===== src/rtl/fetch_pkg.sv =====
// Shared types and constants for the instruction fetch unit.
// The compressed (RVC) datapath is enabled by defining FETCH_RVC_EN.
package fetch_pkg;

  localparam logic [63:0] DEFAULT_RESET_PC = 64'h0000_0000_0000_1000;

  typedef struct packed {
    logic [63:0] pc;
    logic [31:0] inst;
    logic        compressed;
  } fetch_entry_t;

  typedef enum logic [1:0] {
    RESET_HOLD = 2'd0,
    FETCH      = 2'd1,
    STALL      = 2'd2
  } fetch_state_t;

endpackage


===== src/rtl/fetch_fifo.sv =====
// Decode queue: power-of-two circular buffer with synchronous flush.
// A push into a full queue is accepted only when a pop happens in the same cycle.
module fetch_fifo
  import fetch_pkg::*;
#(
  parameter int  DEPTH   = 4,
  parameter type entry_t = fetch_entry_t
) (
  input  logic                   clk,
  input  logic                   rst_n,
  input  logic                   push,
  input  entry_t                 push_data,
  input  logic                   pop,
  input  logic                   flush,
  output logic                   full,
  output logic                   empty,
  output entry_t                 head,
  output logic [$clog2(DEPTH):0] count
);

  localparam int AW = $clog2(DEPTH);
  localparam int CW = AW + 1;
  localparam logic [CW-1:0] FULL_COUNT = CW'(DEPTH);

  entry_t        mem [DEPTH];
  logic [AW-1:0] wr_ptr;
  logic [AW-1:0] rd_ptr;
  logic          pop_ok;
  logic          push_ok;

  assign empty   = (count == '0);
  assign full    = (count == FULL_COUNT);
  assign pop_ok  = pop && !empty;
  assign push_ok = push && (!full || pop_ok);
  assign head    = mem[rd_ptr];

  always_ff @(posedge clk or negedge rst_n) begin
    if (!rst_n) begin
      wr_ptr <= '0;
      rd_ptr <= '0;
      count  <= '0;
      for (int i = 0; i < DEPTH; i++) begin
        mem[i] <= '0;
      end
    end else if (flush) begin
      wr_ptr <= '0;
      rd_ptr <= '0;
      count  <= '0;
    end else begin
      if (push_ok) begin
        mem[wr_ptr] <= push_data;
        wr_ptr      <= wr_ptr + AW'(1);
      end
      if (pop_ok) begin
        rd_ptr <= rd_ptr + AW'(1);
      end
      count <= count + CW'(push_ok) - CW'(pop_ok);
    end
  end

endmodule


===== src/rtl/inst_fetch.sv =====
// Instruction fetch: drives pc/request to instcache and queues returned
// instructions for decode. Define FETCH_RVC_EN for 16-bit compressed support.
module inst_fetch
  import fetch_pkg::*;
#(
  parameter logic [63:0] RESET_PC = DEFAULT_RESET_PC,
  parameter int          QDEPTH   = 4
) (
  input  logic                    clk,
  input  logic                    rst_n,
  output logic [63:0]             pc,
  output logic                    request,
  input  logic                    inst_valid,
  input  logic                    inst_compressed,
  input  logic [31:0]             inst,
  input  logic                    redirect_valid,
  input  logic [63:0]             redirect_pc,
  output logic                    out_valid,
  input  logic                    out_ready,
  output logic [63:0]             out_pc,
  output logic [31:0]             out_inst,
  output logic                    out_compressed,
  output fetch_state_t            state,
  output logic [$clog2(QDEPTH):0] count
);

  localparam int CW = $clog2(QDEPTH) + 1;
  localparam logic [CW-1:0] FULL_COUNT = CW'(QDEPTH);

  // Handshakes: the instcache response is taken only while request=1, and a
  // decode transfer happens on out_valid && out_ready. redirect_valid voids both.
  fetch_entry_t  push_data;
  fetch_entry_t  head;
  logic          full;
  logic          empty;
  logic          accept;
  logic          pop;
  logic [CW-1:0] count_next;
  logic [63:0]   pc_step;
  logic [63:0]   redirect_target;
  logic          entry_compressed;

`ifdef FETCH_RVC_EN
  assign entry_compressed = inst_compressed;
  assign pc_step          = inst_compressed ? 64'd2 : 64'd4;
  assign redirect_target  = {redirect_pc[63:1], 1'b0};
  assign out_compressed   = out_valid && head.compressed;
  logic unused_bits;
  assign unused_bits = redirect_pc[0];
`else
  assign entry_compressed = 1'b0;
  assign pc_step          = 64'd4;
  assign redirect_target  = {redirect_pc[63:2], 2'b00};
  assign out_compressed   = 1'b0;
  logic unused_bits;
  assign unused_bits = ^{inst_compressed, redirect_pc[1:0], head.compressed};
`endif

  assign pop        = out_valid && out_ready && !redirect_valid;
  assign accept     = request && inst_valid && !redirect_valid && (!full || pop);
  assign count_next = count + CW'(accept) - CW'(pop);

  assign push_data.pc         = pc;
  assign push_data.inst       = inst;
  assign push_data.compressed = entry_compressed;

  fetch_fifo #(
    .DEPTH   (QDEPTH),
    .entry_t (fetch_entry_t)
  ) u_fifo (
    .clk       (clk),
    .rst_n     (rst_n),
    .push      (accept),
    .push_data (push_data),
    .pop       (pop),
    .flush     (redirect_valid),
    .full      (full),
    .empty     (empty),
    .head      (head),
    .count     (count)
  );

  // Head fields are zeroed while empty so a flushed entry never leaks out.
  assign out_valid = !empty;
  assign out_pc    = out_valid ? head.pc : 64'd0;
  assign out_inst  = out_valid ? head.inst : 32'd0;

  always_ff @(posedge clk or negedge rst_n) begin
    if (!rst_n) begin
      state   <= RESET_HOLD;
      pc      <= RESET_PC;
      request <= 1'b0;
    end else if (redirect_valid) begin
      state   <= FETCH;
      pc      <= redirect_target;
      request <= 1'b1;
    end else begin
      case (state)
        RESET_HOLD: begin
          state   <= FETCH;
          request <= 1'b1;
        end
        FETCH: begin
          if (accept) begin
            pc <= pc + pc_step;
            if (count_next == FULL_COUNT) begin
              state   <= STALL;
              request <= 1'b0;
            end
          end
        end
        STALL: begin
          if (count_next < FULL_COUNT) begin
            state   <= FETCH;
            request <= 1'b1;
          end
        end
        default: begin
          state   <= RESET_HOLD;
          request <= 1'b0;
        end
      endcase
    end
  end

endmodule


===== config.mk =====
export PLATFORM = sky130hd
export DESIGN_NAME = inst_fetch
export DESIGN_NICKNAME = d
export VERILOG_FILES = /design/src/rtl/fetch_pkg.sv /design/src/rtl/fetch_fifo.sv /design/src/rtl/inst_fetch.sv
export SDC_FILE = /design/constraint.sdc
export NUM_CORES = 1
export LEC_CHECK = 0
export ABC_AREA = 1
export CAP_MARGIN = 20
export CORE_ASPECT_RATIO = 0.9
export CORE_MARGIN = 5
export CORE_UTILIZATION = 35
export DETAILED_ROUTE_END_ITERATION = 10
export MAX_ROUTING_LAYER = met4
export PLACE_DENSITY = 0.66
export SLEW_MARGIN = 20
export SYNTH_ARGS = -nofsm -noshare
export SYNTH_HDL_FRONTEND = slang
export SYNTH_SLANG_ARGS = --single-unit

===== constraint.sdc =====
create_clock -name clk -period 5 [get_ports clk]
set_clock_uncertainty 0.15 [all_clocks]
set_input_delay 1.5 -clock clk [delete_from_list [all_inputs] [get_ports clk]]
set_output_delay 1.5 -clock clk [all_outputs]
set_load 0.05 [all_outputs]

== Word-level counts from Yosys, hierarchy flattened ==
Index checks and enable logic that the tools add are counted.
Widths: inputs -> output; s select.

* $lt $le $gt $ge: 4
* Mux-type cells: 26
* Eq/ne operators: 7
* Bitwise gates (word level): 3
* Reduce and logical (&&, ||, !) cells: 22
* $add $sub $neg: 7

{| class="wikitable"
|+ Operators by type and width
! operator !! number
|-
| $bwmux 388 || 1
|-
| $mux 97 || 3
|-
| $mux 64 || 4
|-
| $bmux 97 s2 || 1
|-
| $demux 97 s2 || 1
|-
| $add 64x3->64 const B || 1
|-
| $mux 32 || 1
|-
| $mux 2 || 8
|-
| $ne 3x3->1 const B || 3
|-
| $logic_and 1x1->1 || 8
|-
| $reduce_bool 2->1 || 4
|-
| $add 3x1->3 || 2
|-
| $eq 3x3->1 const B || 2
|-
| $ge 3x3->1 const B || 2
|-
| $not 2->3 || 2
|-
| $pmux 2 s3 || 1
|-
| $sub 3x1->3 || 2
|-
| $add 2x1->2 const B || 2
|-
| $mux 1 || 4
|-
| $reduce_and 2->1 || 2
|-
| $logic_not 1->1 || 3
|-
| $logic_not 3->1 || 1
|-
| $lt 3x1->1 const B || 1
|-
| $lt 3x3->1 const B || 1
|-
| other kinds (8) || 9
|}

* Output and inout bits: 168
* Word-level logic and storage cells: 87
* Bits in registers: 462
* Input bits: 102

== Depth between registers and ports, before layout ==
Gate-level depths: netlist of the first run.

* Depth in word-level cells: 13
* Mapped depth: 15
* Gate-level depth less buffers: 15

== Hierarchy ==
From an unflattened synthesis of the first run, not the netlist that was laid out.

* Cells, all modules: 3282
* Area, all modules: 23615.1 sq um

{| class="wikitable"
|+ Modules (own cells, without submodules)
! module !! sequential area each (sq um) !! instances !! area each (sq um) !! cells an instance
|-
| fetch_fifo || 9884.5 || 1 || 17604.4 || 2245
|-
| inst_fetch || 1602.8 || 1 || 6010.8 || 1037
|}

== Worst setup path after synthesis of the first run ==
Ideal clock, no wire load.

* Path type: flip-flop to output port
* Start point: register u_fifo.count[1]
* End point: output port out_inst[0]
* Arrival: 2.093 ns
* Path buffers: 2
* Required time: 3.350 ns
* Stages on the path, launching flop included: 6
* Path slack: 1.257 ns
* Cells stage by stage: dfrtp_1 -> or2_2 -> nor2_1 -> buf_2 -> buf_2 -> a21oi_1

* Cells in the longest elaborated chain, start to end: 2

{| class="wikitable"
|+ RTL lines
! what !! line !! text
|-
| start: declaration || fetch_fifo.sv:18 || <nowiki>output logic [$clog2(DEPTH):0] count</nowiki>
|-
| start signal: assignment || fetch_fifo.sv:57 || <nowiki>count <= count + CW'(push_ok) - CW'(pop_ok);</nowiki>
|-
| $logic_not 3->1 || fetch_fifo.sv:31 || <nowiki>assign empty = (count == '0);</nowiki>
|-
| $mux 32 || inst_fetch.sv:86 || <nowiki>assign out_inst = out_valid ? head.inst : 32'd0;</nowiki>
|-
| end: declaration || inst_fetch.sv:21 || <nowiki>output logic [31:0] out_inst,</nowiki>
|}

No other way between the ends.

== Worst setup path after layout of the first run ==
* Start point: register u_fifo.rd_ptr[0]
* End point: output port out_inst[14]

* Cells in the longest elaborated chain, start to end: 5

{| class="wikitable"
|+ RTL lines
! what !! line !! text
|-
| start: declaration || fetch_fifo.sv:27 || <nowiki>logic [AW-1:0] rd_ptr;</nowiki>
|-
| start signal: assignment || fetch_fifo.sv:55 || <nowiki>rd_ptr <= rd_ptr + AW'(1);</nowiki>
|-
| $not 2->3 (not written as such) || fetch_fifo.sv:35 || <nowiki>assign head = mem[rd_ptr];</nowiki>
|-
| $bmux 97 s2 || fetch_fifo.sv:35 ||
|-
| $mux 97 (not written as such) (2 in a row) || fetch_fifo.sv:35 ||
|-
| $mux 32 || inst_fetch.sv:86 ||
|}

No other way between the ends. The select of a mux whose other input is x is not followed.

==> flow_summary.json, run 1 <==
{
  "grt_pass1_wl_um": 113600,
  "finalSetupTns_ns": 0,
  "slew_headroom_pct": 48.13,
  "grt_pass1_vias": 18967,
  "tightest_slew_ns": 0.7781,
  "ios": 270,
  "coreArea_sq_um": 62700,
  "busiest_layer": "met2",
  "clock_latency_ns": 0.60,
  "drt-initial-drc-count": 2103,
  "drtAntennaViolNets": 0,
  "cap_violations": 0,
  "gr-usage-all-layers_pct": 21.54,
  "hp-class": "reg -> reg",
  "drt-total-wl_um": 73540,
  "holdBufCountCts": 0,
  "drv_slew": 0,
  "ctsResizeCount": 0,
  "required_ns": 3.35,
  "setup_viol": 0,
  "port_buffers": 261,
  "hold_viol_final": 0,
  "grt.overflow.total": 0,
  "rows": 87,
  "pwr_density_cell_nw_per_um2": 648.4,
  "cts_setup_buffers": 0,
  "min_period_over_period_pct": 97.67,
  "drive_gt1_share_pct": 7.218,
  "use_met1_pct": 30.65,
  "grt_max_degree": 132,
  "power_leakage_uw": 0.01224,
  "yosys_warnings": 0,
  "area_delta_synth_final_pct": 22.17,
  "initial_utilization_pct": 35.34,
  "place_inst": 3870,
  "criticalPathCategory": "reg -> out",
  "ir_worst_vdd_v": 0.0003757,
  "yosysUniqueCellTypes": 38,
  "gp_congestion": 0.9551,
  "drt_pass1_iterations": 6,
  "path_clk_slew_ns": 0.06,
  "fp.dieW_um": 275.2,
  "die_h_um": 248.7,
  "routedWlPerCell_um": 18.55,
  "antenna_found_initial": 3,
  "final_cells": 3964,
  "cts_buffer_depth": 3,
  "grtUsageMet2_pct": 30.70,
  "nets": 3190,
  "fmax_mhz": 204.8,
  "cp-end-kind": "output port",
  "hold_slack_ns": 0.3269,
  "start_kind": "register",
  "crit_fanout": 35,
  "htreeDepth": 2,
  "avgSynthCellArea_sq_um": 7.655,
  "critical_path_arrival_ns": 3.23,
  "status": "completed",
  "dpl.hpwl_um": 49510,
  "dieArea_sq_um": 68450,
  "via_count": 20306,
  "min_period_ns": 4.884,
  "seq_area_frac_synth_pct": 50.48,
  "synth_cells": 2895,
  "gr-usage-met3_pct": 5.490,
  "syn-cell-area_sq_um": 22160,
  "synth-seq-cells": 447,
  "rsz0062_at_grt": "no",
  "cts_tree": "built",
  "vias_per_cell": 5.123,
  "numClockSinks": 447,
  "root_buffer": "clkbuf_16",
  "drc_errors": 0,
  "cts_buffers": 50
}
[stage by stage]
step                      setup slack (ns)  util, %  total power [uW]  area [sq um]
after floorplan                      1.257        -             10930         22180
after global placement              0.7474    40.40             13550         25330
after detailed placement            0.7560    40.40             13670         25330
after CTS                           0.1077    43.17             17640         27070
after global routing              0.002138    43.17             18670         27070
final                               0.1163    43.18             17550         27070
[path summary, 6_finish.rpt]
check	start	end	slack [ns]	cells after the start
worst max-delay path	u_fifo.rd_ptr[0]	out_inst[14]	0.12	5
worst min-delay path	u_fifo.mem[96]	u_fifo.mem[96]	0.33	2
worst max register to register	u_fifo.count[1]	state[1]	1.93	14
worst min register to register	u_fifo.mem[96]	u_fifo.mem[96]	0.33	2
max in group asynchronous	rst_n	u_fifo.mem[321]	2.78	2
min in group asynchronous	rst_n	pc[31]	0.72	1
[synthesized netlist by cell type]
cell type | number | area share, %
nor2_4 | 10 | 0.51
nor2_2 | 4 | 0.11
nand3_1 | 70 | 1.6
nor3_1 | 8 | 0.18
nand2_2 | 3 | 0.085
clkbuf_1 | 70 | 1.2
xnor2_1 | 1 | 0.040
nand3_2 | 4 | 0.18
a211oi_2 | 1 | 0.056
buf_6 | 19 | 0.97
xor2_1 | 11 | 0.43
conb_1 | 1 | 0.017
dfrtp_1 | 446 | 50
dfstp_2 | 1 | 0.12
nor3b_1 | 1 | 0.034
o21bai_1 | 1 | 0.034
fa_1 | 2 | 0.18
a21oi_1 | 129 | 2.9
nand2_4 | 7 | 0.36
buf_1 | 14 | 0.24
o211ai_2 | 1 | 0.056
o21ai_1 | 39 | 0.88
clkinv_1 | 1 | 0.017
inv_2 | 1 | 0.017
nand3b_1 | 1 | 0.034
inv_1 | 157 | 2.7
nand2_1 | 662 | 11
o21ai_0 | 558 | 13
or2_2 | 5 | 0.14
ha_1 | 9 | 0.51
o22ai_1 | 19 | 0.54
a31oi_1 | 3 | 0.085
inv_6 | 1 | 0.040
buf_4 | 9 | 0.30
buf_2 | 69 | 1.6
nor2_1 | 531 | 9.0
o211ai_1 | 6 | 0.20
nand4_1 | 20 | 0.56
[cell families after synthesis]
family                   after synthesis  share of synthesized area [%]
AND/OR/NAND/NOR                     1326                          23.99
AO/OA/AOI/OAI                        757                          17.37
flip-flops                           447                          50.48
buffers and inverters                341                          6.984
XOR/XNOR                              12                         0.4743
adder cells (fa/ha/maj)               11                         0.6889
other                                  1                        0.01692
[final cells by class]
cell class | instances | area (sq um)
clock buffers | 71 | 1431
diodes | 2 | 5.005
well taps | 845 | 1057
inverters | 160 | 610.6
fillers | 6431 | 35630
clock inverters | 21 | 305.3
multi-input cells | 2111 | 9483
repair buffers | 307 | 2985
flip-flops and latches | 447 | 11190
[critical path, cell delays in order, from the launching register on]
cell	delay [ns]
dfrtp_4	0.59
inv_4	0.37
buf_4	0.40
o21ai_0	0.14
a21oi_1	0.26
clkdlybuf4s50_1	0.86
[sequential cells by signal, summed over array words and instances, names as in the netlist]
signal	count
u_fifo.mem	376
pc	62
u_fifo.count	3
state	2
u_fifo.rd_ptr	2
u_fifo.wr_ptr	2
[placed cells by master, fill, tap and decap left out, types with 6 or more instances in the layout]
master	netlist	layout
nand2_1	662	662
o21ai_0	558	558
nor2_1	531	530
dfrtp_1	446	444
clkdlybuf4s50_1	0	205
inv_1	157	156
a21oi_1	129	129
buf_4	9	87
nand3_1	70	70
clkbuf_16	0	51
o21ai_1	39	39
nand4_1	20	20
o22ai_1	19	19
buf_12	0	13
clkbuf_1	70	12
nor2_4	10	11
xor2_1	11	11
ha_1	9	9
nor3_1	8	8
clkbuf_8	0	8
clkinv_2	0	7
bufinv_16	0	7
o211ai_1	6	6
[per-layer routing]
layer	vias up	wire, um
met5	-	0
met4	0	1983
met3	127	6136
met2	691	31650
met1	9752	33770
li1	9736	-
[report_power, final]
group	internal, uW	total (uW)	leakage, uW	switching (uW)
Clock	2360	3920	0.000853	1560
Combinational	2330	7720	0.00568	5380
Sequential	5010	5920	0.00571	910
Total	9700	17600	0.0122	7850
No activity file was read; power rests on OpenSTA's default activity.
==> run 2: changes to the inputs <==
PLACE_DENSITY = 0.68   (was 0.66)
RECOVER_POWER = 25   (was not set)
clock period = 3.9 ns   (was 5 ns; I/O delays follow)
==> run 2 against run 1 <==
- the run now ends with capacitance limit, slew limit left
- via count increased by 0.68%
- worst setup slack improved by 0.0057 ns
- sequential power increased by 28%
- largest cell class unchanged
==> flow_summary.json, run 2 (synthesized netlist as in run 1, its figures left out) <==
{
  "status": "finished, violations left",
  "violations": "capacitance limit, slew limit",
  "rows": 87,
  "htreeDepth": 2,
  "p_comb_share_pct": 49.2,
  "pwr_density_cell_nw_per_um2": 845.4,
  "critical_path_arrival_ns": 2.46,
  "crit_chain": "or2_2, nor2_4, buf_12, buf_12, a21oi_1, buf_12",
  "dpl.hpwl_um": 49940,
  "drtAntennaViolNets": 0,
  "largest_reg_flops": 376,
  "drc_errors": 0,
  "fp.dieW_um": 275.2,
  "cts_tree": "built",
  "port_buffers": 261,
  "crit_fanout": 41,
  "cap_violations": 2,
  "fmax_mhz": 264.7,
  "antenna_found_initial": 2,
  "die_h_um": 248.7,
  "slowest_stage": "dfrtp_1",
  "crit_top_cell": "buf_12",
  "path_delay_family": "buffers and inverters",
  "p_switching_uw": 10310,
  "grt_pass1_wl_um": 114200,
  "setup_ws_ns": 0.1220,
  "start_kind": "register",
  "drt_pass1_iterations": 6,
  "diodes": 0,
  "drive_gt1_share_pct": 8.491,
  "min_period_over_period_pct": 96.87,
  "ios": 270,
  "vias_per_cell": 5.155,
  "slew_headroom_pct": -3.096,
  "gp_congestion": 0.9779,
  "dieArea_sq_um": 68450,
  "initial_utilization_pct": 35.34,
  "hp-class": "reg -> reg",
  "cp-end-kind": "output port",
  "largestRegisters": "u_fifo.mem x376, pc x62, u_fifo.count x3",
  "required_ns": 2.58,
  "finalSetupTns_ns": 0,
  "clock_latency_ns": 0.58,
  "rsz0062_at_grt": "no",
  "path_buf_inv": 3,
  "via_count": 20444,
  "gr-usage-all-layers_pct": 21.61,
  "ir_worst_vdd_v": 0.0006225,
  "slowest_delay_ns": 0.46,
  "grt_max_degree": 102,
  "dp_slack_ns": 0.2719,
  "nets": 3199,
  "tightest_slew_ns": 1.546,
  "pwr-share-clk_pct": 19.0,
  "grt_pass1_vias": 19631,
  "top_register": "u_fifo.mem",
  "p_int_uw": 13530,
  "cts_buffer_depth": 3,
  "most-common-layout-cells": "662 x nand2_1, 558 x o21ai_0, 530 x nor2_1",
  "final_common_cell": "nand2_1",
  "root_buffer": "clkbuf_16",
  "criticalPathCategory": "reg -> out",
  "drt-initial-drc-count": 2374,
  "drt-total-wl_um": 73380,
  "swShare_pct": 43.23,
  "power_leakage_uw": 0.01259,
  "numClockSinks": 447,
  "power_frac_seq_pct": 31.8,
  "hold_viol_final": 0,
  "path_clk_slew_ns": 0.06,
  "area_delta_synth_final_pct": 27.25,
  "p_total_uw": 23840,
  "routedWlPerCell_um": 18.50,
  "coreArea_sq_um": 62700,
  "cts_buffers": 48,
  "min_period_ns": 3.778,
  "drv_slew": 30,
  "grt.overflow.total": 0,
  "setup_viol": 0
}
-- run 2: cell types whose count changed in the layout (fill, tap and decap cells not counted), sizes merged --
cell,delta
diode,-2
bufinv,-4
clkbuf,+10
clkdlybuf4s50,-39
buf,+40
clkinv,+1
inv,-4
-- run 2: worst paths after layout --
path / startpoint / end / slack [ns] / cells after the start
worst min-delay path: u_fifo.mem[84] / u_fifo.mem[84] / 0.33 / 2
min in group asynchronous: rst_n / pc[60] / 0.47 / 1
max in group asynchronous: rst_n / u_fifo.mem[377] / 1.24 / 2
worst max-delay path: u_fifo.count[1] / out_pc[35] / 0.12 / 6
worst max register to register: u_fifo.count[1] / state[1] / 0.93 / 14
worst min register to register: u_fifo.mem[84] / u_fifo.mem[84] / 0.33 / 2
-- run 2: power groups by stage --
stage	clock network, uW	registers (uW)	logic (uW)
global placement	0	7550	11600
CTS	4640	7550	11800
global route	4830	7790	12700
finish	4540	7580	11700
detailed placement	0	7610	11700
floorplan	0	7760	6260
-- run 2: through the flow --
step	area [sq um]	util, %	hold slack, ns	cells
6_report	28200	44.98	0.3283	3966
5_1_grt	28200	44.98	0.3411	3966
4_1_cts	28290	45.13	0.3321	3965
3_5_place_dp	26740	42.64	0.3175	3880
3_3_place_gp	26740	42.64	0.3091	3880
2_1_floorplan	22180	-	0.2978	2899
-- run 2: worst register-to-register path: stages (launching register included) --
cell and delay [ns]:
dfrtp_1 0.46, or2_2 0.35, nor2_4 0.15, inv_1 0.08, nand2_1 0.18, nor2_1 0.07, ha_1 0.28, inv_1 0.06
ha_1 0.13, inv_1 0.05, fa_1 0.47, inv_1 0.04, nor2_1 0.11, nand4_1 0.13, o21ai_0 0.18
-- run 2: routing by layer --
layer / up-vias / track usage, % / share of wire [%]
li1: 9761 / - / -
met1: 9780 / 30.21 / 45
met2: 762 / 30.99 / 44
met3: 141 / 5.605 / 8.6
met4: 0 / 6.438 / 2.9
met5: - / - / 0
-- run 2: layout make-up --
type | count | area [sq um]
multi-input combinational | 2111 | 9517
timing repair buffer | 318 | 4278
sequential | 447 | 11190
clock inverter | 14 | 151.4
tap | 845 | 1057
inverter | 160 | 613.1
clock buffer | 71 | 1389
fill | 6264 | 34500
-- run 2: timing repair --
action                     CTS  global route
hold buffers                 0             0
setup endpoints to repair   48            29
gates resized for setup      5             5
buffers inserted             0             1
